### src/rtl/cfg_command_dispatcher.sv
// Configuration command dispatcher: turns accepted commands into parser write/read
// strobes, returns the read ack (or a synthesised timeout ack) upstream, and counts traffic.
module cfg_command_dispatcher #(
    parameter int RD_TIMEOUT = 8,
    parameter int MIN_GAP    = 2
) (
    input  logic         i_clk,
    input  logic         i_rst_n,
    input  logic [203:0] iv_command,
    input  logic         i_command_wr,
    output logic         o_command_ready,
    output logic [203:0] ov_wr_command,
    output logic         o_wr_command_wr,
    output logic [203:0] ov_rd_command,
    output logic         o_rd_command_wr,
    input  logic [203:0] iv_rd_command_ack,
    output logic [203:0] ov_ack,
    output logic         o_ack_valid,
    input  logic         i_ack_ready,
    output logic [15:0]  ov_wr_cnt,
    output logic [15:0]  ov_rd_cnt,
    output logic [15:0]  ov_err_cnt
);

    localparam int WAIT_W = $clog2(RD_TIMEOUT);
    localparam int GAP_W  = (MIN_GAP < 1) ? 1 : $clog2(MIN_GAP + 1);
    localparam logic [WAIT_W-1:0] WAIT_LAST = WAIT_W'(RD_TIMEOUT - 1);
    localparam logic [GAP_W-1:0]  GAP_LAST  = GAP_W'(MIN_GAP);

    localparam logic [3:0] TYPE_WRITE = 4'h1;
    localparam logic [3:0] TYPE_READ  = 4'h2;
    localparam logic [3:0] TYPE_ACK   = 4'h6;

    typedef enum logic [1:0] {
        IDLE,
        RD_WAIT,
        ACK_OUT,
        GAP
    } state_t;

    state_t            state;
    logic [WAIT_W-1:0] wait_cnt;
    logic [GAP_W-1:0]  gap_cnt;

    // The strobe cycle itself is the first GAP cycle, so GAP lasts MIN_GAP+1 cycles
    // and accepted writes end up 2+MIN_GAP cycles apart.
    always_ff @(posedge i_clk or negedge i_rst_n) begin
        if (!i_rst_n) begin
            state           <= IDLE;
            wait_cnt        <= '0;
            gap_cnt         <= '0;
            o_command_ready <= 1'b1;
            ov_wr_command   <= '0;
            o_wr_command_wr <= 1'b0;
            ov_rd_command   <= '0;
            o_rd_command_wr <= 1'b0;
            ov_ack          <= '0;
            o_ack_valid     <= 1'b0;
            ov_wr_cnt       <= '0;
            ov_rd_cnt       <= '0;
            ov_err_cnt      <= '0;
        end else begin
            o_wr_command_wr <= 1'b0;
            o_rd_command_wr <= 1'b0;
            case (state)
                IDLE: begin
                    if (i_command_wr && o_command_ready) begin
                        o_command_ready <= 1'b0;
                        case (iv_command[187:184])
                            TYPE_WRITE: begin
                                ov_wr_command   <= iv_command;
                                o_wr_command_wr <= 1'b1;
                                ov_wr_cnt       <= ov_wr_cnt + 16'd1;
                                gap_cnt         <= '0;
                                state           <= GAP;
                            end
                            TYPE_READ: begin
                                ov_rd_command   <= iv_command;
                                o_rd_command_wr <= 1'b1;
                                wait_cnt        <= '0;
                                state           <= RD_WAIT;
                            end
                            default: begin
                                ov_err_cnt <= ov_err_cnt + 16'd1;
                                gap_cnt    <= '0;
                                state      <= GAP;
                            end
                        endcase
                    end
                end
                RD_WAIT: begin
                    wait_cnt <= wait_cnt + 1'b1;
                    if (iv_rd_command_ack[187:184] == TYPE_ACK) begin
                        ov_ack      <= iv_rd_command_ack;
                        ov_rd_cnt   <= ov_rd_cnt + 16'd1;
                        o_ack_valid <= 1'b1;
                        state       <= ACK_OUT;
                    end else if (wait_cnt == WAIT_LAST) begin
                        ov_ack      <= {8'h0, 8'h3, 4'hF, ov_rd_command[183:152], 152'h0};
                        ov_err_cnt  <= ov_err_cnt + 16'd1;
                        o_ack_valid <= 1'b1;
                        state       <= ACK_OUT;
                    end
                end
                ACK_OUT: begin
                    if (i_ack_ready) begin
                        o_ack_valid <= 1'b0;
                        gap_cnt     <= '0;
                        state       <= GAP;
                    end
                end
                GAP: begin
                    if (gap_cnt == GAP_LAST) begin
                        o_command_ready <= 1'b1;
                        state           <= IDLE;
                    end else begin
                        gap_cnt <= gap_cnt + 1'b1;
                    end
                end
                default: begin
                    o_command_ready <= 1'b1;
                    o_ack_valid     <= 1'b0;
                    state           <= IDLE;
                end
            endcase
        end
    end

endmodule

### config.mk
export PLATFORM = sky130hd
export DESIGN_NAME = cfg_command_dispatcher
export DESIGN_NICKNAME = d
export VERILOG_FILES = /design/src/rtl/cfg_command_dispatcher.sv
export SDC_FILE = /design/constraint.sdc
export NUM_CORES = 1
export LEC_CHECK = 0
export CORE_AREA = 2 2 416 418
export DETAILED_ROUTE_END_ITERATION = 6
export DIE_AREA = 0 0 418 420
export GPL_TIMING_DRIVEN = 0
export SLEW_MARGIN = 20
export SYNTH_ARGS = -nofsm -noshare
export SYNTH_HDL_FRONTEND = slang
export SYNTH_SLANG_ARGS = --single-unit
### constraint.sdc
create_clock -name i_clk -period 3.7 [get_ports i_clk]
set_clock_uncertainty 0.05 [all_clocks]
set_input_delay 0.555 -clock i_clk [delete_from_list [all_inputs] [get_ports i_clk]]
set_output_delay 0.555 -clock i_clk [all_outputs]
set_load 0.005 [all_outputs]
After elaboration in Yosys (flattened, before gate mapping)
Index checks and enable logic that the tools add are counted.
- flip-flop bits (word level): 671
- input bits: 412
- output and inout port bits: 664
- word-level logic and storage cells: 89
- $add $sub $neg: 5
- eq/ne operators: 18
- mux-type cells: 35
- reduce and logical (&&, ||, !) cells: 18
- operator list (kind ; number):
    204-bit 2-to-1 mux ; 2
    16-bit 2-to-1 mux ; 4
    16-bit by 1-bit adder with 16-bit output (second input constant) ; 3
    16-bit case mux with 2 select lines ; 1
    2-bit 2-to-1 mux ; 10
    2-bit != test (second input constant) ; 8
    3-bit AND reduction ; 5
    1-bit 2-to-1 mux ; 11
    5-bit AND reduction ; 2
    2-bit case mux with 4 select lines ; 1
    2-bit nonzero test ; 4
    2-bit equality test (second input constant) ; 3
    3-bit 2-to-1 mux ; 2
    2-bit case mux with 3 select lines ; 1
    3-bit case mux with 2 select lines ; 1
    4-bit by 1-bit equality test with 1-bit output (second input constant) ; 1
    4-bit by 2-bit equality test with 1-bit output (second input constant) ; 1
    4-bit by 3-bit equality test with 1-bit output (second input constant) ; 1
    1-bit case mux with 2 select lines ; 2
    2-bit AND reduction ; 2
    4-bit AND reduction ; 1
    3-bit by 1-bit adder with 3-bit output (second input constant) ; 1
    3-bit equality test (second input constant) ; 1
    3-bit != test (second input constant) ; 1
    other kinds (7) ; 7

Longest topological paths before layout
Gate-level depths: netlist (run 1).
- depth in word-level cells: 5
- depth in mapped cells: 9
- depth with buffers taken out: 6

Worst setup path after synthesis (run 1)
OpenSTA, ideal clock, no wires.
- path type: register -> register
- start: reg state[0]
- end: reg ov_rd_command[164]
- setup time: 127 ps
- arrival time: 2148 ps
- required time: 3523 ps
- path slack: 1375 ps
- cell stages (with the launch flop): 10
- buffers on the path: 4
- period minus slack after synthesis: 2325 ps
- path through: dfrtp_1 -> inv_1 -> ha_1 -> buf_4 -> or3b_4 -> nor4b_2 -> buf_4 -> buf_6 -> buf_6 -> mux2_1
- longest elaborated chain between the ends: 2
- RTL lines (what ; line ; source):
    start: declaration ; 41 ; state_t state;
    start signal: assignment ; 49 ; state <= IDLE;
    start signal: assignment ; 75 ; state <= GAP;
    start signal: assignment ; 81 ; state <= RD_WAIT;
    2-bit logical NOT ; 65 ; case (state)
    3-bit AND reduction (no source line) ; -- ;
    end signal: assignment ; 78 ; ov_rd_command <= iv_command;
    end: declaration ; 14 ; output logic [203:0] ov_rd_command,
Every way passes these cells.
A chain may end at the register's enable or synchronous reset.

Final worst setup path (run 1)
- start: reg state[1]
- end: reg ov_wr_command[201]
- longest elaborated chain between the ends: 2
- RTL lines (what ; line ; source):
    2-bit logical NOT ; 65 ;
    3-bit AND reduction (no source line) ; -- ;
    end signal: assignment ; 71 ; ov_wr_command <= iv_command;
    end: declaration ; 12 ; output logic [203:0] ov_wr_command,
Every way passes these cells.

==> qor.csv, run 1 <==
metric,value,unit
routed wire length,123,mm
sequential share of the synthesized area,0.660,
HPWL Detailed,99.7,mm
Die Y,420,um
first-pass GRT wire length,165,mm
Static Leak,18.7,nW
Yosys reg bits,671,
RSZ-0062 raised after global routing,false,
number of global-route vias before repair,19600,
Max VDD drop,0.000343,V
Worst slew margin,0.273,
PostCTS Resize Cnt,0,
die area,176000,um2
final hold slack,0.377,ns
final-report hold violation count,0,
"Clk Latency, worst-skew pair",0.68,ns
power density over the cells,531,nW/um2
Setup CP Type,register to register,
Final Util,0.246,
cell row count,152,
Layout Area Growth over Synthesis,65.4,%
root buffer cell,clkbuf_16,
Post-Synthesis Cells,1647,
largest stage delay on the critical path,0.45,ns
maximum level of the CTS H-tree,3,
total negative slack,0,ns
startpoint class of the critical path,register,
HP Class,input port to asynchronous set/reset pin,
Synth Net Count,2069,
critical path capture point type,register,
Worst Path Arrival,3.76,ns
Tot GR Track Use,0.135,
Main synth FF type,dfrtp_1,
final-report setup violation count,0,
largest net degree at the start of global routing,94,
Clock Tree Buf Depth,3,
"delay-heaviest family, CP",buffers and inverters,
final std cells w/o fill,5120,
GPL Wtd Cong,0.941,
"EDFF count, synth",0,
total number of vias,19100,
DR vias/cell,3.73,
crit path buf inv count,5,
DRC viols,0,
total power,22.3,mW
GRT Residual Overflow,0,
Routed Antenna Nets,0,
FF-to-FF setup slack,0.46,ns
layout cells sized above 1,0.142,
initial antenna violation count,15,
I/O pin total,1076,
"Req. time, crit path",4.22,ns
max cap viols,0,
"Reg clk slew, reported paths",0.06,ns
crit-path max FO,10,
status,finished clean,
DIE WIDTH,418,um
slowest cell on the critical path,buf_2,
max-slew violations,0,
DRT Pass-1 Iters,5,
clock sink count,671,
mapped cell area,25400,um2
Core Region,171000,um2
yosys warns,0,
Final Critical Period,3.24,ns
placed insts,4966,
Port Buf Inserts,1075,
WL per Instance,24.1,um
Cell variety after synth,47,
crit path cell chain,inv_1 -> ha_1 -> buf_4 -> or3b_4 -> nor2_1 -> buf_2 -> buf_2 -> buf_4 -> mux2_2,
Worst-Margin Slew,1.09,ns
fill cell count,17900,
Final nets,3240,
Max Clk Rate,308,MHz
Detailed Route Iter0 Violations,1126,
CTS tree,done,
fraction of registers with async set/reset,1.00,
fin crit share,0.877,
CTS buffer count,82,
Initial Util,0.149,
synthesized area per cell,15.4,um2
==> cell families (layout without fill, tap and decap cells) <==
logic type / Yosys count / count (layout) / share of synthesized area
multiplexers: 436 / 436 / 0.191
flip-flops: 671 / 671 / 0.660
adder cells (fa/ha/maj): 10 / 10 / 0.00492
buffers and inverters: 109 / 1346 / 0.0265
XOR/XNOR: 45 / 45 / 0.0155
AND/OR/NAND/NOR: 158 / 158 / 0.0325
other: 0 / 3 / 0
AO/OA/AOI/OAI: 218 / 218 / 0.0689
==> final timing paths <==
| kind | depth (start not counted) | startpoint | end |
|---|---|---|---|
| worst max-delay path | 9 | state[1] | ov_wr_command[201] |
| worst min-delay path | 2 | i_rst_n | ov_ack[10] |
| worst max register to register | 9 | state[1] | ov_wr_command[201] |
| worst min register to register | 1 | ov_ack[186] | ov_ack[186] |
| max in group asynchronous | 5 | i_rst_n | ov_rd_command[101] |
| min in group i_clk | 2 | iv_rd_command_ack[35] | ov_ack[35] |
==> report_power, final <==
group	internal, mW	switching, mW
registers	8.45	0.734
clock network	4.84	3.45
logic	3.05	1.82
==> cells in the mapped netlist (2+ instances only) <==
library cell | number | share of area
buf_4 | 18 | 0.0053
buf_8 | 10 | 0.0059
nor2b_1 | 11 | 0.0027
o22a_1 | 2 | 0.00069
nand2b_1 | 2 | 0.00049
and2_1 | 3 | 0.00074
buf_2 | 25 | 0.0049
nand3_1 | 17 | 0.0033
nand2_1 | 55 | 0.0081
mux2i_1 | 33 | 0.013
xnor2_1 | 38 | 0.013
dfrtp_1 | 670 | 0.66
ha_1 | 10 | 0.0049
nor4_1 | 3 | 0.00074
nor2_1 | 13 | 0.0019
a22o_1 | 168 | 0.058
mux2_2 | 193 | 0.085
buf_1 | 3 | 0.00044
and3_1 | 11 | 0.0027
and4_1 | 2 | 0.00069
o21ai_1 | 2 | 0.00039
o21ai_0 | 36 | 0.0071
nor3_1 | 9 | 0.0018
nand4_1 | 20 | 0.0049
nand4b_1 | 4 | 0.0014
xor2_1 | 7 | 0.0024
mux2_1 | 210 | 0.093
inv_1 | 9 | 0.0013
buf_6 | 5 | 0.0022
clkbuf_1 | 38 | 0.0056
a32o_1 | 2 | 0.00079
a21oi_1 | 3 | 0.00059
==> sequential cells by signal, summed over array words and instances (netlist names) <==
name / flops
ov_ack: 204
ov_rd_command: 204
ov_wr_command: 204
ov_err_cnt: 16
ov_rd_cnt: 16
ov_wr_cnt: 16
wait_cnt: 3
gap_cnt: 2
state: 2
o_ack_valid: 1
o_command_ready: 1
o_rd_command_wr: 1
o_wr_command_wr: 1
==> layout make-up <==
type | count | area [um2] | share of cell area
well taps | 2233 | 2790 | 0.0664
multi-input cells | 867 | 7970 | 0.190
clock inverters | 38 | 394 | 0.00937
clock buffers | 112 | 2360 | 0.0560
plain buffers | 100 | 643 | 0.0153
repair buffers | 1087 | 11100 | 0.263
inverters | 9 | 33.8 | 0.000803
diodes | 3 | 7.51 | 0.000179
flip-flops and latches | 671 | 16800 | 0.399
==> cells in the final DEF (no fill, tap or decap), types with 3 or more instances in the layout <==
cell type / Yosys / final
inv_1: 9 / 9
inv_6: 0 / 7
buf_16: 0 / 10
buf_1: 3 / 3
xnor2_1: 38 / 38
bufinv_16: 0 / 5
diode_2: 0 / 3
mux2_1: 210 / 210
dfrtp_1: 670 / 670
nor2_1: 13 / 13
a22o_1: 168 / 168
and3_1: 11 / 11
buf_8: 10 / 12
buf_6: 5 / 5
nand3_1: 17 / 17
a21oi_1: 3 / 3
nand4_1: 20 / 20
nor2b_1: 11 / 11
buf_2: 25 / 25
clkbuf_16: 0 / 83
nor3_1: 9 / 9
clkinvlp_4: 0 / 4
clkinv_2: 0 / 19
o21ai_0: 36 / 36
mux2_2: 193 / 193
clkbuf_8: 0 / 17
nand2_1: 55 / 55
xor2_1: 7 / 7
mux2i_1: 33 / 33
ha_1: 10 / 10
nor4_1: 3 / 3
clkbuf_1: 38 / 48
clkdlybuf4s50_1: 0 / 1074
buf_4: 18 / 18
and2_1: 3 / 3
nand4b_1: 4 / 4
==> per-layer routing <==
layer | track usage | vias up | routed length (um)
met5 | 0 | - | 0
met4 | 0.0397 | 0 | 3360
met3 | 0.0485 | 167 | 9810
met2 | 0.237 | 727 | 63100
met1 | 0.153 | 9894 | 46900
li1 | - | 8328 | -
==> through the flow <==
| step | area [um2] | setup slack (ns) |
|---|---|---|
| 2_1_floorplan | 25400 | 1.37 |
| 3_3_place_gp | 39000 | -30.09 |
| 3_5_place_dp | 39300 | -0.0876 |
| 4_1_cts | 42000 | 0.140 |
| 5_1_grt | 42100 | 0.125 |
| 6_report | 42100 | 0.456 |
==> what timing repair did <==
item | 4_1_cts | 5_1_grt
hold endpoints to repair | 57 | 0
hold buffers | 1 | 0
buffers inserted | 0 | 0
(Power assumes the default switching activity.)
==> run 2, diff against run 1 <==
Settings changed: CAP_MARGIN set to 30.
==> qor.csv, run 2 (synthesized netlist as in run 1, its figures left out) <==
metric,value,unit,change
total number of vias,19200,,was 19100
CTS tree,done,,unchanged
Static Leak,18.8,nW,was 18.7 nW
Final nets,3245,,was 3240
max cap viols,0,,unchanged
GRT Residual Overflow,0,,unchanged
cell row count,152,,unchanged
first-pass GRT wire length,164,mm,was 165 mm
Max Clk Rate,305,MHz,was 308 MHz
final setup margin,0.417,ns,was 0.456 ns
clock sink count,671,,unchanged
Tot GR Track Use,0.135,,about the same
Worst slew margin,0.422,,was 0.273
power density over the cells,536,nW/um2,was 531 nW/um2
DR vias/cell,3.74,,was 3.73
total negative slack,0,ns,unchanged
Die Y,420,um,unchanged
"Reg clk slew, reported paths",0.07,ns,was 0.06 ns
startpoint class of the critical path,register,,unchanged
"Design Area, Final",42200,um2,was 42100 um2
HP Class,input port to asynchronous set/reset pin,,unchanged
Final Critical Period,3.28,ns,was 3.24 ns
status,finished clean,,unchanged
Worst-Margin Slew,0.867,ns,was 1.09 ns
critical path capture point type,register,,unchanged
FF-to-FF setup slack,0.42,ns,was 0.46 ns
placed cell area,39400,um2,was 39300 um2
root buffer cell,clkbuf_16,,unchanged
routed wire length,123,mm,about the same
GPL Wtd Cong,0.941,,unchanged
DRC viols,0,,unchanged
final hold slack,0.335,ns,was 0.377 ns
"Req. time, crit path",4.22,ns,about the same
Max VDD drop,0.000378,V,was 0.000343 V
"Setup Fix Bufs, Post-CTS",0,,unchanged
Layout Area Growth over Synthesis,66.1,%,was 65.4%
die area,176000,um2,unchanged
number of global-route vias before repair,19600,,about the same
DRT Pass-1 Iters,5,,unchanged
crit-path max FO,10,,unchanged
dpl ws,-0.0969,ns,was -0.0876 ns
layout cells sized above 1,0.142,,about the same
initial antenna violation count,17,,was 15
Initial Util,0.149,,unchanged
maximum level of the CTS H-tree,3,,unchanged
Detailed Route Iter0 Violations,1220,,was 1126
Final Util,0.247,,was 0.246
largest net degree at the start of global routing,94,,unchanged
WL per Instance,24.0,um,was 24.1 um
Clock Tree Buf Depth,3,,unchanged
most frequent cells in the layout,"clkdlybuf4s50_1 (1074), dfrtp_1 (670), mux2_1 (210)",,unchanged
Worst Path Arrival,3.81,ns,was 3.76 ns
Port Buf Inserts,1075,,unchanged
final-report setup violation count,0,,unchanged
RSZ-0062 raised after global routing,false,,unchanged
"most common cell after layout, fill and taps aside",clkdlybuf4s50_1,,unchanged
HPWL Detailed,99.4,mm,was 99.7 mm
total power,22.7,mW,was 22.3 mW
fin crit share,0.887,,was 0.877
final std cells w/o fill,5130,,was 5120
final-report hold violation count,0,,unchanged
I/O pin total,1076,,unchanged
placed insts,4971,,was 4966
"Clk Latency, worst-skew pair",0.72,ns,was 0.68 ns
Worst Reg-to-Reg Cells,9,,unchanged
Routed Antenna Nets,0,,unchanged
PostCTS Resize Cnt,0,,unchanged
DIE WIDTH,418,um,unchanged
max-slew violations,0,,unchanged
Top Registers,"ov_ack: 204 flops, ov_rd_command: 204 flops, ov_wr_command: 204 flops",,unchanged
Core Region,171000,um2,unchanged
Setup CP Type,register to register,,unchanged
CTS buffer count,82,,unchanged
==> run 2: cell types whose count changed in the layout (fill, tap and decap cells not counted), sizes merged <==
cell,delta
buf,+5
bufinv,+3
clkbuf,+8
clkinv,-11
clkinvlp,-4
diode,+5
inv,+4
==> run 2: metal layers <==
metal  track usage  up-vias  share of wire
li1              -     8373              -
met1         0.154     9896           0.38
met2         0.234      788           0.51
met3        0.0436      147          0.081
met4        0.0486        4          0.031
met5             0        -        0.00019
==> run 2: path summary, 6_finish.rpt <==
path                                             from            endpoint
min in group i_clk              iv_rd_command_ack[74]          ov_ack[74]
worst min-delay path                          i_rst_n          ov_ack[10]
worst max-delay path                         state[0]    ov_wr_command[0]
max in group asynchronous                     i_rst_n  ov_rd_command[101]
worst max register to register               state[0]    ov_wr_command[0]
worst min register to register          ov_rd_cnt[15]       ov_rd_cnt[15]
==> run 2: area by class of cell <==
| cell class | instances | area (um2) |
|---|---|---|
| Buffer | 100 | 643 |
| Timing Repair Buffer | 1092 | 11100 |
| Tap cell | 2233 | 2790 |
| Clock inverter | 30 | 452 |
| Fill cell | 17800 | 129000 |
| Clock buffer | 120 | 2390 |
| Multi-Input combinational cell | 867 | 7970 |
| Inverter | 9 | 33.8 |
| Sequential cell | 671 | 16800 |
| Antenna cell | 8 | 20.0 |
==> run 2: critical path: stages (launching register included) <==
cell and delay [ns]:
dfrtp_1 0.42, inv_1 0.10, ha_1 0.16, buf_4 0.15, or3b_4 0.43, nor2_1 0.24
buf_2 0.47, buf_2 0.37, buf_4 0.34, mux2_1 0.35
==> run 2: power breakdown <==
group	internal, mW	total, mW	switching [mW]
logic	3.06	4.87	1.81
clock network	5.10	8.61	3.51
registers	8.45	9.18	0.729
==> run 2: repair_timing <==
item | 4_1_cts | 5_1_grt
endpoints found under the setup margin | 0 | 0
hold buffers | 1 | 0
endpoints found under the hold margin | 57 | 0
